## src/rtl/tiny_exec_sequencer.sv

```systemverilog
// tiny_exec_sequencer: multi-cycle fetch/execute sequencer for the 8-bit tinyProcessor.
// Owns ACC, the carry/compare flag and a 16x8 register file. ADD/SUB/loads/stores are
// executed locally. AND/XOR/CMP are handed to the external logical stage, and its result
// is committed at the end of EXEC.
module tiny_exec_sequencer #(
   parameter int unsigned RF_DEPTH = 16
) (
   input  logic       clk,
   input  logic       rst,
   input  logic [7:0] instr_data,
   input  logic       instr_valid,
   output logic       instr_ready,
   output logic [7:0] lg_acc,
   output logic [7:0] lg_reg,
   output logic [1:0] lg_op,
   input  logic [7:0] lg_result,
   input  logic       lg_cmp,
   output logic [7:0] acc,
   output logic       c_flag,
   output logic       retire,
   output logic       halted
);

   typedef enum logic [1:0] {StFetch, StExec, StImm, StHalt} state_e;

   localparam logic [3:0] OpNop = 4'h0;
   localparam logic [3:0] OpAdd = 4'h1;
   localparam logic [3:0] OpSub = 4'h2;
   localparam logic [3:0] OpAnd = 4'h3;
   localparam logic [3:0] OpXor = 4'h4;
   localparam logic [3:0] OpCmp = 4'h5;
   localparam logic [3:0] OpSta = 4'h6;
   localparam logic [3:0] OpLda = 4'h7;
   localparam logic [3:0] OpLdi = 4'h8;
   localparam logic [3:0] OpHlt = 4'hF;

   localparam logic [1:0] LgAnd  = 2'b00;
   localparam logic [1:0] LgXor  = 2'b01;
   localparam logic [1:0] LgCmp  = 2'b10;
   localparam logic [1:0] LgIdle = 2'b11;

   state_e     state_q, state_d;
   logic [7:0] ir_q, ir_d;
   logic [7:0] acc_q, acc_d;
   logic       c_q, c_d;
   logic       retire_q, retire_d;
   logic [7:0] rf_q [RF_DEPTH];
   logic       rf_we;

   logic [3:0] opcode;
   logic [3:0] rf_idx;
   logic [7:0] rn;
   logic [8:0] sum;
   logic       handshake;

   assign opcode    = ir_q[7:4];
   assign rf_idx    = ir_q[3:0];
   assign rn        = rf_q[rf_idx];
   assign sum       = {1'b0, acc_q} + {1'b0, rn};
   assign handshake = instr_valid && instr_ready;

   // Ready is a pure function of state so it is high straight out of reset.
   always_comb begin
      instr_ready = (state_q == StFetch) || (state_q == StImm);
      halted      = (state_q == StHalt);
      acc         = acc_q;
      c_flag      = c_q;
      retire      = retire_q;
      lg_acc      = acc_q;
      lg_reg      = rn;
   end

   // Logical opcode is only asserted while the matching instruction sits in EXEC.
   always_comb begin
      lg_op = LgIdle;
      if (state_q == StExec) begin
         unique case (opcode)
            OpAnd:   lg_op = LgAnd;
            OpXor:   lg_op = LgXor;
            OpCmp:   lg_op = LgCmp;
            default: lg_op = LgIdle;
         endcase
      end
   end

   // Next-state and commit logic for the fetch/execute FSM.
   always_comb begin
      state_d  = state_q;
      ir_d     = ir_q;
      acc_d    = acc_q;
      c_d      = c_q;
      retire_d = 1'b0;
      rf_we    = 1'b0;
      unique case (state_q)
         StFetch: begin
            if (handshake) begin
               ir_d    = instr_data;
               state_d = StExec;
            end
         end
         StExec: begin
            state_d  = StFetch;
            retire_d = 1'b1;
            unique case (opcode)
               OpAdd: begin
                  acc_d = sum[7:0];
                  c_d   = sum[8];
               end
               OpSub: begin
                  acc_d = acc_q - rn;
                  c_d   = (acc_q < rn);
               end
               OpAnd, OpXor: acc_d = lg_result;
               OpCmp:        c_d   = lg_cmp;
               OpSta:        rf_we = 1'b1;
               OpLda:        acc_d = rn;
               OpLdi: begin
                  // LDI retires after its immediate byte, not here.
                  state_d  = StImm;
                  retire_d = 1'b0;
               end
               OpHlt:   state_d = StHalt;
               default: ; // NOP and unused opcodes 0x9-0xE
            endcase
         end
         StImm: begin
            if (handshake) begin
               acc_d    = instr_data;
               retire_d = 1'b1;
               state_d  = StFetch;
            end
         end
         StHalt: state_d = StHalt;
         default: state_d = StFetch;
      endcase
   end

   // Architectural state registers.
   always_ff @(posedge clk or posedge rst) begin
      if (rst) begin
         state_q  <= StFetch;
         ir_q     <= 8'h00;
         acc_q    <= 8'h00;
         c_q      <= 1'b0;
         retire_q <= 1'b0;
      end else begin
         state_q  <= state_d;
         ir_q     <= ir_d;
         acc_q    <= acc_d;
         c_q      <= c_d;
         retire_q <= retire_d;
      end
   end

   // Register file; STA writes ACC into rf[IR[3:0]] at the EXEC commit edge.
   always_ff @(posedge clk or posedge rst) begin
      if (rst) begin
         for (int unsigned i = 0; i < RF_DEPTH; i++) begin
            rf_q[i] <= 8'h00;
         end
      end else if (rf_we) begin
         rf_q[rf_idx] <= acc_q;
      end
   end

endmodule

```

## config.mk

```make
export PLATFORM = sky130hd
export DESIGN_NAME = tiny_exec_sequencer
export DESIGN_NICKNAME = d
export VERILOG_FILES = /design/src/rtl/tiny_exec_sequencer.sv
export SDC_FILE = /design/constraint.sdc
export NUM_CORES = 1
export LEC_CHECK = 0
export ABC_CLOCK_PERIOD_IN_PS = 4500
export BUFFER_PORTS_ARGS = -buffer_cell sky130_fd_sc_hd__buf_2
export CAP_MARGIN = 30
export CORE_ASPECT_RATIO = 1.4
export CORE_UTILIZATION = 40
export CTS_BUF_LIST = sky130_fd_sc_hd__clkbuf_8
export DETAILED_ROUTE_END_ITERATION = 10
export GPL_TIMING_DRIVEN = 0
export PLACE_DENSITY = 0.64
export SLEW_MARGIN = 10
export SYNTH_ARGS = -nofsm -noshare
export SYNTH_HDL_FRONTEND = slang
export SYNTH_SLANG_ARGS = --single-unit
```

## constraint.sdc

```tcl
create_clock -name clk -period 4.5 [get_ports clk]
set_input_delay 0.45 -clock clk [delete_from_list [all_inputs] [get_ports clk]]
set_output_delay 0.45 -clock clk [all_outputs]
set_load 0.05 [all_outputs]
```

==> impl_metrics.toml <==
[logic_synthesis]
async_flop_share = 1.00
ys_warn_count = 0
synth_flop_cell = "dfrtp_1"
ys_seq_elements = 148
netlist_area_um2 = 7990
synth_top_area_share = 0.464
ys_seq_area_frac = 0.464
syn_inst = 659
synth_enable_flop_cells = 0
synth_cell_types = 58
synth_top_area_cell = "dfrtp_1"
syn_nets = 703
ys_top_cells_by_area = "dfrtp_1 (46%), mux2_2 (16%), mux4_2 (6.2%)"
syn_avg_cell_area_um2 = 12.1

[cts]
cts.path.max_buffers = 2
cts_buffers = 17
cts_tree = "built"
htreeDepth = 4
holdBufCountCts = 0
clock_latency_ns = 0.45
cts.clk_slew.worst_paths_ns = 0.09
postCtsSetupBuffers = 0
clock_sinks = 148
cts_resized = 0
cts-root-buf = "clkbuf_8"

[drt]
vias = 5676
wl_per_cell_um = 22.0
drt-pass1-iter-count = 7
drc = 0
ant_nets = 0
vias_per_cell = 5.75
drt_iter0_markers = 394
drt_wl_total_mm = 21.7

[critical_path]
slowest_stage = "clkbuf_1"
worstSetupStartpointType = "flop"
cpPeakStageDelay_ns = 0.49
worstPathRequired_ns = 4.90
worst-setup-path-type = "reg2reg"
critPathCaptureType = "flop"
critPathMaxFanout = 10
crit_chain = "clkbuf_1 > buf_2 > nor2_1 > a22o_1 > a221oi_2 > inv_1 > ha_1 > nor3b_1 > o21ai_0 > o211ai_1 > o311a_1 > nor4_1 > o31a_1"
arrival_ns = 4.62

[global_routing]
grt_pass1_vias = 6156
antenna_found_initial = 0
met3_usage = 0.0366
grt_overflow = 0
grt_pass1_wl_mm = 34.4
top_usage_layer = "met2"
grt_max_degree = 100
grt_use_met2 = 0.414
use_met1 = 0.251
grt_use_total = 0.226

[timing]
fin_crit_sh = 0.939
layout_min_cycle_time_ns = 4.22
setup_viol = 0
max_freq_ghz = 0.237
slew_headroom = 0.322
hold_viol_final = 0
maxSlewViolCount = 0
fin_skew_ns = 0.0185
hold_ws_ns = 0.0276
tns_ns = 0
grt_setup_unrepaired = "no"
tightest_slew_ns = 1.00

[job]
max-cap-violations = 0

[floorplan]
dieArea_um2 = 20500
core_um2 = 19400
core.rowCount = 60
die_h_um = 169
die_w_um = 121
ios = 50
start_util = 0.412

[min_path]
min_path_type = "in2async"

[cells_and_area]
nNetsFinal = 773
syn2layout_area_growth_pct = 11.8
final_util = 0.461
layout-drive-gt1-share = 0.348
n_fill_cell = 1756
antennaDiodeCount = 0

[pwr]
ir_worst_vdd_mv = 0.235
p_leak_nw = 4.26
power.density_nw_per_um2 = 800

[placement]
hpwl_mm = 15.9
place_congestion = 0.829
io_buffers = 49

[outcome]
status = "finished clean"
==> layout make-up <==
type / instances / area (um2) / share of cell area
buffer: 53 / 285 / 0.0319
clock inverter: 10 / 87.6 / 0.00980
sequential: 148 / 3700 / 0.415
inverter: 25 / 98.8 / 0.0111
timing repair buffer: 51 / 280 / 0.0314
multi-input combinational: 433 / 3910 / 0.437
tap: 248 / 310 / 0.0347
clock buffer: 19 / 262 / 0.0293
==> final timing paths <==
| check | from | to | slack [ns] | cells after the start |
|---|---|---|---|---|
| min reg2reg | rf_q[17]$_DFFE_PP0P_ | rf_q[17]$_DFFE_PP0P_ | 0.48 | 2 |
| min | rst | state_q[0]$_DFFE_PP0P_ | 0.03 | 2 |
| max reg2reg | ir_q[3]$_DFFE_PP0P_ | acc[7]$_DFFE_PP0P_ | 0.28 | 13 |
| max | ir_q[3]$_DFFE_PP0P_ | acc[7]$_DFFE_PP0P_ | 0.28 | 13 |
| max in group asynchronous | rst | rf_q[10]$_DFFE_PP0P_ | 3.60 | 3 |
| min in group clk | instr_data[3] | ir_q[3]$_DFFE_PP0P_ | 0.25 | 2 |
==> flip-flops by register name, indices dropped and copies added (netlist names) <==
| register | cells |
|---|---|
| retire | 1 |
| ir_q | 8 |
| acc | 8 |
| rf_q | 128 |
| c_flag | 1 |
| state_q | 2 |
==> per-stage QoR <==
stage | instances | instance area (um2) | setup WS (ns) | power (mW)
floorplan | 659 | 7990 | 0.0703 | 5.12
global placement | 956 | 8540 | -1.32 | 6.07
detailed placement | 957 | 8580 | 0.293 | 6.20
CTS | 986 | 8930 | 0.262 | 7.15
global route | 987 | 8930 | 0.172 | 7.61
finish | 987 | 8930 | 0.276 | 7.14
==> synthesized netlist by cell type (3+ instances only) <==
cell and instances:
nor2b_1 13, nand2b_1 6, xnor2_1 5, dfrtp_1 148, nor3_1 5, inv_1 25, nor4_1 4, nor2_1 30
or2_2 4, mux2_2 116, and2_1 3, a21oi_1 22, buf_2 19, nand3_1 5, a221oi_1 3, o21ai_0 43
clkbuf_1 21, nand3b_1 7, o211ai_1 3, a22o_1 3, buf_4 8, o21bai_1 3, mux2i_1 6, mux4_1 12
nand2_1 53, a22oi_1 3, ha_1 22, a31oi_1 5, mux4_2 22
==> per-layer routing <==
metal | vias to the layer above | wire, um
met2 | 186 | 11800
met1 | 2894 | 8110
met5 | - | 0
met3 | 67 | 996
li1 | 2529 | -
met4 | 0 | 859
==> kinds of logic after synthesis <==
family	synth area share
muxes	0.273
DFF	0.464
and+or+nand+nor	0.0858
AOI/OAI and AO/OA	0.0835
buffers and inverters	0.0475
adders and majority gates	0.0395
xor gates and xnor gates	0.00767
==> critical path, delay by kind of cell (launching register included) <==
| family | cells | cell delay [ns] |
|---|---|---|
| compound gates | 6 | 1.58 |
| buf+inv | 3 | 1.10 |
| simple gates | 3 | 0.73 |
| fa+ha+maj | 1 | 0.38 |
| flops | 1 | 0.36 |
==> cells in the final DEF, fill, tap and decap left out, types with 4 or more instances in the layout <==
master / n
a31oi_1: 5
mux4_2: 22
clkinv_2: 4
dfrtp_1: 148
nor2b_1: 13
nand2_1: 53
inv_1: 25
buf_2: 68
o21ai_0: 43
nor2_1: 30
nor4_1: 4
buf_4: 9
mux2_2: 116
clkbuf_1: 21
a21oi_1: 22
nand2b_1: 6
or2_2: 4
mux4_1: 12
ha_1: 22
nand3_1: 5
xnor2_1: 5
nand3b_1: 7
nor3_1: 5
mux2i_1: 6
clkbuf_8: 19
==> report_power, final <==
group	leakage [nW]	switching (mW)	internal (mW)
clock	0.184	0.488	0.453
sequential	2.00	0.369	1.88
combinational	2.08	2.39	1.56
total	4.26	3.24	3.90
Note: power is estimated with default switching activity, not from simulation.
